**src/rtl/decoder_scan_ctrl.sv**
```systemverilog
// decoder_scan_ctrl
// Channel sequencer feeding a 3-to-8 decoder. Walks the enabled channels of a
// latched mask in ascending order, holds each one for a dwell period, inserts
// blanking cycles between channels, and reports frame completion. All outputs
// come straight from flops so the decoder sees clean per-cycle values.

module decoder_scan_ctrl #(
   parameter int DWELL_W   = 8,
   parameter int BLANK_CYC = 1
) (
   input  logic               clk_i,
   input  logic               rst_i,
   input  logic               start_i,
   input  logic               stop_i,
   input  logic               cont_i,
   input  logic [7:0]         mask_i,
   input  logic [DWELL_W-1:0] dwell_i,
   output logic [2:0]         sel_o,
   output logic               sel_en_o,
   output logic               busy_o,
   output logic               frame_done_o
);

   // Blank counter only needs to count down from BLANK_CYC-1.
   localparam int BLK_W = (BLANK_CYC > 1) ? $clog2(BLANK_CYC) : 1;
   localparam logic [BLK_W-1:0] BLK_LOAD =
      (BLANK_CYC > 32'sd0) ? BLK_W'(BLANK_CYC - 1) : {BLK_W{1'b0}};

   localparam logic [1:0] ST_IDLE  = 2'd0;
   localparam logic [1:0] ST_DWELL = 2'd1;
   localparam logic [1:0] ST_BLANK = 2'd2;

   // Lowest set bit of m at or above position 'from'; bit 3 of the result
   // flags that such a bit exists, bits 2:0 give its index.
   function automatic logic [3:0] find_set(input logic [7:0] m, input logic [3:0] from);
      logic [3:0] r;
      r = 4'd0;
      for (int i = 7; i >= 0; i--) begin
         if (m[i] && (4'(i) >= from)) begin
            r = {1'b1, 3'(i)};
         end else begin
            r = r;
         end
      end
      return r;
   endfunction

   // Counter preload for a dwell value: the counter runs load..0, so a dwell of
   // N lasts N cycles and a dwell of 0 behaves like 1.
   function automatic logic [DWELL_W-1:0] dwell_load(input logic [DWELL_W-1:0] d);
      if (d == {DWELL_W{1'b0}}) begin
         return {DWELL_W{1'b0}};
      end else begin
         return d - DWELL_W'(1'b1);
      end
   endfunction

   logic [1:0]         state_q, state_d;
   logic [2:0]         idx_q, idx_d;
   logic [7:0]         mask_q, mask_d;
   logic [DWELL_W-1:0] dwell_q, dwell_d;
   logic               cont_q, cont_d;
   logic [DWELL_W-1:0] dcnt_q, dcnt_d;
   logic [BLK_W-1:0]   bcnt_q, bcnt_d;
   logic [2:0]         sel_q, sel_d;
   logic               sel_en_q, sel_en_d;
   logic               busy_q, busy_d;
   logic               frame_done_q, frame_done_d;

   logic               adv_s;
   logic [3:0]         next_hi_s;
   logic [3:0]         first_new_s;

   // Candidate channels: next enabled one in the current frame, and the first
   // enabled one of a freshly sampled mask (used at start and frame wrap).
   always_comb begin
      next_hi_s   = find_set(mask_q, {1'b0, idx_q} + 4'd1);
      first_new_s = find_set(mask_i, 4'd0);
   end

   // Next-state logic for the sequencer and its registered outputs.
   always_comb begin
      state_d      = state_q;
      idx_d        = idx_q;
      mask_d       = mask_q;
      dwell_d      = dwell_q;
      cont_d       = cont_q;
      dcnt_d       = dcnt_q;
      bcnt_d       = bcnt_q;
      frame_done_d = 1'b0;
      adv_s        = 1'b0;

      case (state_q)
         ST_IDLE: begin
            // stop in the same cycle as start keeps us idle; empty masks are ignored
            if (start_i && !stop_i && (mask_i != 8'd0)) begin
               mask_d  = mask_i;
               dwell_d = dwell_i;
               cont_d  = cont_i;
               idx_d   = first_new_s[2:0];
               dcnt_d  = dwell_load(dwell_i);
               state_d = ST_DWELL;
            end else begin
               state_d = ST_IDLE;
            end
         end
         ST_DWELL: begin
            if (stop_i) begin
               state_d = ST_IDLE;
            end else if (dcnt_q != {DWELL_W{1'b0}}) begin
               dcnt_d = dcnt_q - DWELL_W'(1'b1);
            end else if (BLANK_CYC > 32'sd0) begin
               bcnt_d  = BLK_LOAD;
               state_d = ST_BLANK;
            end else begin
               adv_s = 1'b1;
            end
         end
         ST_BLANK: begin
            if (stop_i) begin
               state_d = ST_IDLE;
            end else if (bcnt_q != {BLK_W{1'b0}}) begin
               bcnt_d = bcnt_q - BLK_W'(1'b1);
            end else begin
               adv_s = 1'b1;
            end
         end
         default: begin
            state_d = ST_IDLE;
         end
      endcase

      // Channel advance: skipped channels cost nothing; at the end of the
      // frame either stop or re-sample mask/dwell for the next frame.
      if (adv_s) begin
         if (next_hi_s[3]) begin
            idx_d   = next_hi_s[2:0];
            dcnt_d  = dwell_load(dwell_q);
            state_d = ST_DWELL;
         end else begin
            frame_done_d = 1'b1;
            if (cont_q) begin
               mask_d  = mask_i;
               dwell_d = dwell_i;
               if (first_new_s[3]) begin
                  idx_d   = first_new_s[2:0];
                  dcnt_d  = dwell_load(dwell_i);
                  state_d = ST_DWELL;
               end else begin
                  state_d = ST_IDLE;
               end
            end else begin
               state_d = ST_IDLE;
            end
         end
      end else begin
         frame_done_d = 1'b0;
      end

      // sel only moves when idx moves, which happens only on DWELL entry
      sel_d    = idx_d;
      sel_en_d = (state_d == ST_DWELL);
      busy_d   = (state_d != ST_IDLE);
   end

   // State and output registers with synchronous reset.
   always_ff @(posedge clk_i) begin
      if (rst_i) begin
         state_q      <= ST_IDLE;
         idx_q        <= 3'd0;
         mask_q       <= 8'd0;
         dwell_q      <= {DWELL_W{1'b0}};
         cont_q       <= 1'b0;
         dcnt_q       <= {DWELL_W{1'b0}};
         bcnt_q       <= {BLK_W{1'b0}};
         sel_q        <= 3'd0;
         sel_en_q     <= 1'b0;
         busy_q       <= 1'b0;
         frame_done_q <= 1'b0;
      end else begin
         state_q      <= state_d;
         idx_q        <= idx_d;
         mask_q       <= mask_d;
         dwell_q      <= dwell_d;
         cont_q       <= cont_d;
         dcnt_q       <= dcnt_d;
         bcnt_q       <= bcnt_d;
         sel_q        <= sel_d;
         sel_en_q     <= sel_en_d;
         busy_q       <= busy_d;
         frame_done_q <= frame_done_d;
      end
   end

   assign sel_o        = sel_q;
   assign sel_en_o     = sel_en_q;
   assign busy_o       = busy_q;
   assign frame_done_o = frame_done_q;

endmodule

```
**config.mk**
```make
export PLATFORM = sky130hd
export DESIGN_NAME = decoder_scan_ctrl
export DESIGN_NICKNAME = d
export VERILOG_FILES = /design/src/rtl/decoder_scan_ctrl.sv
export SDC_FILE = /design/constraint.sdc
export NUM_CORES = 1
export LEC_CHECK = 0
export ABC_CLOCK_PERIOD_IN_PS = 2320
export CORE_MARGIN = 3
export CORE_UTILIZATION = 40
export DETAILED_ROUTE_END_ITERATION = 12
export PLACE_DENSITY = 0.58
export SLEW_MARGIN = 25
export SYNTH_ARGS = -nofsm -noshare
export SYNTH_HDL_FRONTEND = slang
export SYNTH_SLANG_ARGS = --single-unit
```
**constraint.sdc**
```tcl
create_clock -name clk_i -period 2.32 [get_ports clk_i]
set_input_delay 0.464 -clock clk_i [delete_from_list [all_inputs] [get_ports clk_i]]
set_output_delay 0.464 -clock clk_i [all_outputs]
set_load 0.01 [all_outputs]
```
== Yosys cells after proc, flatten, opt, wreduce, memory -nomap -nowiden ==
Cells that the tools add are included.
Widths: inputs -> output; s select.

* Order comparisons: 8
* Equality and inequality tests: 6
* Mux-type cells: 60
* Add/sub/neg operators: 5
* Bitwise logic cells: 1
* Reductions and logical operators: 21

{| class="wikitable"
|+ Operators by type and width
! operator !! number
|-
| $mux 8 || 19
|-
| $mux 4 || 16
|-
| $sub 8x1->8 const B || 3
|-
| $mux 3 || 6
|-
| $ge 3x4->1 const A || 4
|-
| $logic_not 8->1 || 2
|-
| $pmux 8 s2 || 1
|-
| $reduce_bool 8->1 || 2
|-
| $mux 2 || 6
|-
| $logic_and 1x1->1 || 10
|-
| $mux 1 || 10
|-
| $ge 1x4->1 const A || 2
|-
| $ge 2x4->1 const A || 2
|-
| $ne 2x2->1 const B || 3
|-
| $pmux 2 s3 || 1
|-
| $add 3x1->4 const B || 1
|-
| $eq 2x1->1 const B || 2
|-
| $reduce_and 4->1 || 1
|-
| $reduce_bool 2->1 || 2
|-
| $eq 2x2->1 const B || 1
|-
| $logic_not 2->1 || 1
|-
| $pmux 1 s2 || 1
|-
| $reduce_and 2->1 || 1
|-
| $reduce_or 2->1 || 1
|-
| other kinds (3) || 3
|}

* Flip-flop bits (word level): 34
* Logic and storage cells: 111

== Longest topological paths before layout ==
Gate-level depths: netlist of the first run.

* Depth in word-level cells: 14
* Gate-level depth with buffers: 9
* Gate-level depth less buffers: 8

== Least setup slack after synthesis of the first run ==
No wires, ideal clock.

* Path kind: reg-to-reg
* Start point: reg sel_o[0] (netlist name)
* End point: reg dwell_q[4]
* Arrival: 2074 ps
* Stages on the path, launching flop included: 10
* Setup time: 128 ps
* Period minus slack after synthesis: 2201 ps
* Path slack: 119 ps
* Data required time: 2192 ps
* Buffers on the path: 2
* Path through: dfxtp_1 ha_1 or2_2 o21ai_0 a22o_1 o41a_1 buf_6 buf_8 mux2i_1 nor2_1

{| class="wikitable"
|+ RTL lines
! element !! line !! text
|-
| end signal, assigned || 172 || <nowiki>dwell_q <= {DWELL_W{1'b0}};</nowiki>
|-
| end signal, assigned || 184 || <nowiki>dwell_q <= dwell_d;</nowiki>
|-
| end, declared || 61 || <nowiki>logic [DWELL_W-1:0] dwell_q, dwell_d;</nowiki>
|}

== Worst setup path after layout of the first run ==
* Start point: in mask_i[3]
* End point: reg mask_q[3]

* Word-level cells in the longest chain between the ends: 7

{| class="wikitable"
|+ Ends and longest elaborated chain
! element !! line !! text
|-
| start, declared || 16 || <nowiki>input logic [7:0] mask_i,</nowiki>
|-
| $reduce_bool 8->1 || 96 || <nowiki>if (start_i && !stop_i && (mask_i != 8'd0)) begin</nowiki>
|-
| $logic_and 1x1->1 || 96 ||
|-
| $mux 8 || 96 ||
|-
| $mux 8 || 93 || <nowiki>case (state_q)</nowiki>
|-
| $mux 8 || 142 || <nowiki>if (cont_q) begin</nowiki>
|-
| $mux 8 || 136 || <nowiki>if (next_hi_s[3]) begin</nowiki>
|-
| $mux 8 (*) || 135 || <nowiki>if (adv_s) begin</nowiki>
|-
| end signal, assigned || 183 || <nowiki>mask_q <= mask_d;</nowiki>
|-
| end, declared || 60 || <nowiki>logic [7:0] mask_q, mask_d;</nowiki>
|}

Mark *: on every way between the ends. The rest lies on a longest branch, timed or not.
A chain may end at the register's enable or synchronous reset.

==> results.cfg, run 1 <==
[status]
outcome = completed

[timing]
relSlewSlack = 0.575
fmax_mhz = 451
fin_ws_ns = 0.105
worst_clock_skew_ns = 0.00865
maxSlewViolCount = 0
tns_ns = 0
hold_viol = 0
finalCritPeriodShare = 0.955
setup_viol = 0
worst_slew_pin_slew_ns = 0.632
period_minus_slack_ns = 2.22

[floorplan]
die_y_um = 83.5
core_area_um2 = 5640
rows = 27
dieArea_um2 = 6970
die_w_um = 83.5
top_level_ports = 27
initial_core_util = 0.426

[placement]
dp_slack_ns = -0.287
place_congestion = 0.966
numPortBuffers = 26
dp_hpwl_um = 5180

[final_layout]
nNetsFinal = 396
area_growth_pct = 30.2
drive_gt1_frac = 0.176
n_antenna_cell = 0
ff_latch_area_um2 = 662
multi_input_area_um2 = 1600
nFillCells = 554

[power_and_ir_drop]
power_density_nw_per_um2 = 507
clkPwrFrac = 0.278
combinationalPowerShare = 0.322
internal_power_w = 0.00109
p_leak_nw = 1.33
p_sw_w = 0.000496
sw_frac_of_total = 0.313
seqPwrFrac = 0.399
vdd_drop_max_mv = 0.304

[synthesis]
synth_edf_count = 0
yosysTopAreaCell = dfxtp_1
synth-seq-cells = 33
ys.warnings.count = 0
synth_top_area_frac = 0.275
syn_inst = 304
async_flop_share = 0
synth_area_um2 = 2400
synth.net_count = 331
ys.flop_type = dfxtp_1
yosys.cell_types.count = 54
syn_area_per_cell_um2 = 7.90
synth.top_cells.by_area = dfxtp_1 (27%), mux2i_1 (12%), nor2_1 (6.4%)
yosysSeqAreaShare = 0.275

[cts]
clk_path_buf_depth = 2
cts_tree = built
clk_pin_slew_worst_paths_ns = 0.06
clockRootBuffer = clkbuf_8
clock_sinks = 33
cts_buffers = 5
hold_buffers = 0
clk-insertion-delay-late_ns = 0.29
htree_num_levels = 2

[grt]
antenna_found_initial = 0
grt_pass1_vias = 2444
grt_pass1_wl_um = 11200
grtUsageTotal = 0.194
grt-ovfl-total = 0
grt_max_degree = 17

[setup_path]
crit_fanout = 16
arrival_ns = 2.38
r2r_cells = 8
timing.rr.end = dcnt_q[6]
critPathKind = in2reg
worst_setup_path_end_kind = flip-flop
r2r_setup_slack_ns = 0.18
worst_setup_path_start_kind = input port
r2r_start = sel_o[0]
cp.required_ns = 2.48

[hold_path]
min_to = mask_q[1]
hold_start = mask_q[1]
min_path_type = reg2reg
hold_depth = 2

[detailed_routing]
drc = 0
routed_via_density = 5.69
first_pass_iters = 4
postRouteAntennaNets = 0
vias = 2508
routed_wirelength_um = 6610
drtIter0Drc = 90
wl_per_cell_um = 15.0

[run]
cap_violations = 0
state kept, by name, summed over array words and instances (netlist names):
signal and flops:
dcnt_q 8, busy_o 1, frame_done_o 1, sel_o 3
cont_q 1, sel_en_o 1, mask_q 8, dwell_q 8
state_q 2
kinds of logic after synthesis:
| family | count (synthesis) | synth area share |
|---|---|---|
| AO/OA/AOI/OAI | 87 | 0.256 |
| multiplexers | 28 | 0.117 |
| XOR/XNOR | 6 | 0.0219 |
| adder cells (fa/ha/maj) | 6 | 0.0312 |
| AND/OR/NAND/NOR | 114 | 0.238 |
| flip-flops | 33 | 0.275 |
| buffers and inverters | 30 | 0.0609 |
metrics by stage:
stage | cells | util | hold slack [ns] | power [W] | area, um2
6_report | 441 | 0.554 | 0.516 | 0.00158 | 3130
5_1_grt | 441 | 0.554 | 0.567 | 0.00168 | 3130
3_3_place_gp | 434 | 0.537 | 0.496 | 0.00115 | 3030
2_1_floorplan | 304 | - | 0.455 | 0.000951 | 2400
4_1_cts | 441 | 0.552 | 0.517 | 0.00159 | 3110
3_5_place_dp | 434 | 0.537 | 0.501 | 0.00115 | 3030
metal layers:
metal  up-vias  GRT usage  wire (um)
li1       1263          -          -
met3        18     0.0424        296
met1      1146      0.232       2850
met2        81      0.335       3280
met5         -          0          0
met4         0     0.0833        187
critical path: stages:
cell             delay (ns)
clkdlybuf4s50_1        0.46
or4_4                  0.60
o21ai_4                0.18
o41a_1                 0.22
buf_12                 0.19
mux2i_1                0.19
nor2_1                 0.06
how the worst max path moves through the flow:
stage | start | end | slack [ns] | depth (start not counted)
after floorplan | sel_o[0] | dwell_q[4] | 0.12 | 9
after global placement | mask_i[7] | sel_o[1] | -0.26 | 8
after detailed placement | mask_i[7] | sel_o[1] | -0.29 | 8
after CTS | mask_i[7] | sel_o[1] | 0.001 | 8
after global routing | mask_i[3] | mask_q[5] | -0.006 | 7
final | mask_i[3] | mask_q[3] | 0.10 | 7
synth_stat cells (6+ instances only):
library cell and instances:
nand2_1 18, a21oi_1 18, nor2_1 41, o21ai_0 18
dfxtp_1 33, clkbuf_1 7, inv_1 15, nand3_1 9
ha_1 6, nor3_1 10, mux2i_1 28, a221oi_1 9
a31oi_1 6
layout make-up:
cell class,count,share of cell area
well taps,72,0.0288
flip-flops and latches,33,0.212
clock buffers,7,0.0276
repair buffers,73,0.201
inverters,15,0.0180
multi-input cells,241,0.513
power by group through the flow:
stage / Combinational, W / Sequential (W) / Clock (W)
after floorplan: 0.000316 / 0.000635 / 0
after global placement: 0.000504 / 0.000645 / 0
after global routing: 0.000562 / 0.000638 / 0.000483
after CTS: 0.000508 / 0.000633 / 0.000452
final: 0.000511 / 0.000633 / 0.000441
after detailed placement: 0.000504 / 0.000645 / 0
cells in the final DEF, fill, tap and decap left out, drive strengths merged, types with 5 or more instances in the layout:
| cell | synthesis | layout |
|---|---|---|
| nor3 | 10 | 10 |
| o21ai | 19 | 19 |
| nand3 | 9 | 9 |
| o32ai | 5 | 5 |
| dfxtp | 33 | 33 |
| mux2i | 28 | 28 |
| o31ai | 5 | 5 |
| ha | 6 | 6 |
| nor3b | 5 | 5 |
| nand2b | 5 | 5 |
| clkbuf | 7 | 7 |
| a31oi | 6 | 6 |
| clkdlybuf4s50 | 0 | 26 |
| a21oi | 18 | 18 |
| nand2 | 18 | 18 |
| inv | 15 | 15 |
| nor2 | 41 | 41 |
| buf | 8 | 47 |
| a221oi | 9 | 9 |
repair_timing:
action / in CTS / in global routing
resized for setup: 0 / 5
buffers inserted: 0 / 0
endpoints found under the setup margin: 0 / 17
No activity file was read; power rests on OpenSTA's default activity.
==> run 2: changes to the inputs <==
--- a/config.mk
+++ b/config.mk
@@ -10,6 +10,7 @@
 export CORE_UTILIZATION = 40
 export DETAILED_ROUTE_END_ITERATION = 12
 export PLACE_DENSITY = 0.58
+export REMOVE_ABC_BUFFERS = 1
 export SLEW_MARGIN = 25
 export SYNTH_ARGS = -nofsm -noshare
 export SYNTH_HDL_FRONTEND = slang
==> results.cfg, run 2 (synthesis gave the netlist of run 1 again) <==
[timing]
finalCritPeriodShare = 0.974
fin_ws_ns = 0.0614
relSlewSlack = 0.698
fmax_mhz = 443
maxSlewViolCount = 0
rsz0062_at_grt = false
worst_slew_pin_slew_ns = 0.450
period_minus_slack_ns = 2.26
hold_viol = 0
worst_clock_skew_ns = 0.00621
hold_ws_ns = 0.520
setup_viol = 0

[setup_path]
cp.required_ns = 2.48
critPathKind = in2reg
arrival_ns = 2.42
r2r_setup_slack_ns = 0.14
worst_setup_path_end_kind = flip-flop
crit_fanout = 8
worst_setup_path_start_kind = input port

[cts]
hold_buffers = 0
cts_setup_buffers = 0
clk-insertion-delay-late_ns = 0.29
cts_tree = built
clockRootBuffer = clkbuf_8
htree_num_levels = 2
clk_path_buf_depth = 2
clock_sinks = 33
clk_pin_slew_worst_paths_ns = 0.07
cts_buffers = 5

[run]
cap_violations = 0

[power_and_ir_drop]
vdd_drop_max_mv = 0.218
finalPower_w = 0.00160
power_density_nw_per_um2 = 493
p_leak_nw = 1.42

[floorplan]
initial_core_util = 0.426
rows = 27
core_area_um2 = 5640
dieArea_um2 = 6970
die_w_um = 83.5
die_y_um = 83.5
top_level_ports = 27

[detailed_routing]
postRouteAntennaNets = 0
wl_per_cell_um = 15.4
drc = 0
routed_via_density = 5.64
routed_wirelength_um = 6910
drtIter0Drc = 120
first_pass_iters = 4
vias = 2537

[placement]
numPortBuffers = 26
dp_hpwl_um = 5120
place_congestion = 0.903
dp_slack_ns = -0.334

[grt]
grt_use_met2 = 0.356
use_met3 = 0.0326
antenna_found_initial = 0
grtUsageTotal = 0.199
grt_pass1_wl_um = 11500
grt-busiest-layer = met2
grt_max_degree = 35
use_met1 = 0.241
grt_pass1_vias = 2475
grt-ovfl-total = 0

[hold_path]
min_path_type = reg2reg

[status]
outcome = completed

[final_layout]
area_growth_pct = 35.2
final_common_cell = buf_4
largestRegisters = dcnt_q (8), dwell_q (8), mask_q (8)
n_antenna_cell = 0
nFillCells = 537
layout_common_cells = buf_4 (50), nor2_1 (41), dfxtp_1 (32)
drive_gt1_frac = 0.206
nNetsFinal = 404
final_core_util = 0.576
-- run 2: area by class of cell --
| type | instances | area, um2 | area share |
|---|---|---|---|
| Timing Repair Buffer | 81 | 731 | 0.225 |
| Clock buffer | 6 | 72.6 | 0.0224 |
| Multi-Input combinational cell | 241 | 1630 | 0.501 |
| Tap cell | 72 | 90.1 | 0.0277 |
| Clock inverter | 2 | 10.0 | 0.00308 |
| Sequential cell | 33 | 662 | 0.204 |
| Inverter | 15 | 56.3 | 0.0173 |
-- run 2: worst max-delay path: stages --
cell and delay (ns):
clkdlybuf4s50_1 0.44, or4_4 0.59, o21ai_4 0.18, o41a_1 0.29, clkbuf_16 0.22, mux2i_1 0.19, nor2_1 0.05
-- run 2: report_power, final --
group | internal [W] | switching [W] | leakage [nW]
logic | 0.000274 | 0.000263 | 1.10
clock network | 0.000208 | 0.000223 | 0.0450
registers | 0.000599 | 0.0000337 | 0.270
total | 0.00108 | 0.000520 | 1.42
-- run 2: worst paths after layout --
| path | from | endpoint | depth (start not counted) |
|---|---|---|---|
| setup / recovery | mask_i[6] | dwell_q[2] | 7 |
| hold / removal | mask_q[2] | mask_q[2] | 2 |
| setup reg to reg | sel_o[1] | dwell_q[2] | 8 |
| hold reg to reg | mask_q[2] | mask_q[2] | 2 |
-- run 2: routing by layer --
layer,vias up,share of wire
met5,-,0
met4,0,0.022
met3,14,0.038
met2,58,0.50
met1,1187,0.44
li1,1278,-
-- run 2: metrics by stage --
stage | cell area [um2] | TNS (ns) | std cells
2_1_floorplan | 2310 | -8.02 | 289
3_3_place_gp | 3090 | -6.06 | 441
3_5_place_dp | 3090 | -6.56 | 441
4_1_cts | 3180 | 0 | 449
5_1_grt | 3250 | 0 | 450
6_report | 3250 | 0 | 450
-- run 2: repair_timing --
action / 4_1_cts / 5_1_grt
endpoints found under the setup margin: 2 / 24
gates resized for setup: 1 / 12
pin swaps: 0 / 4
gates cloned: 0 / 1
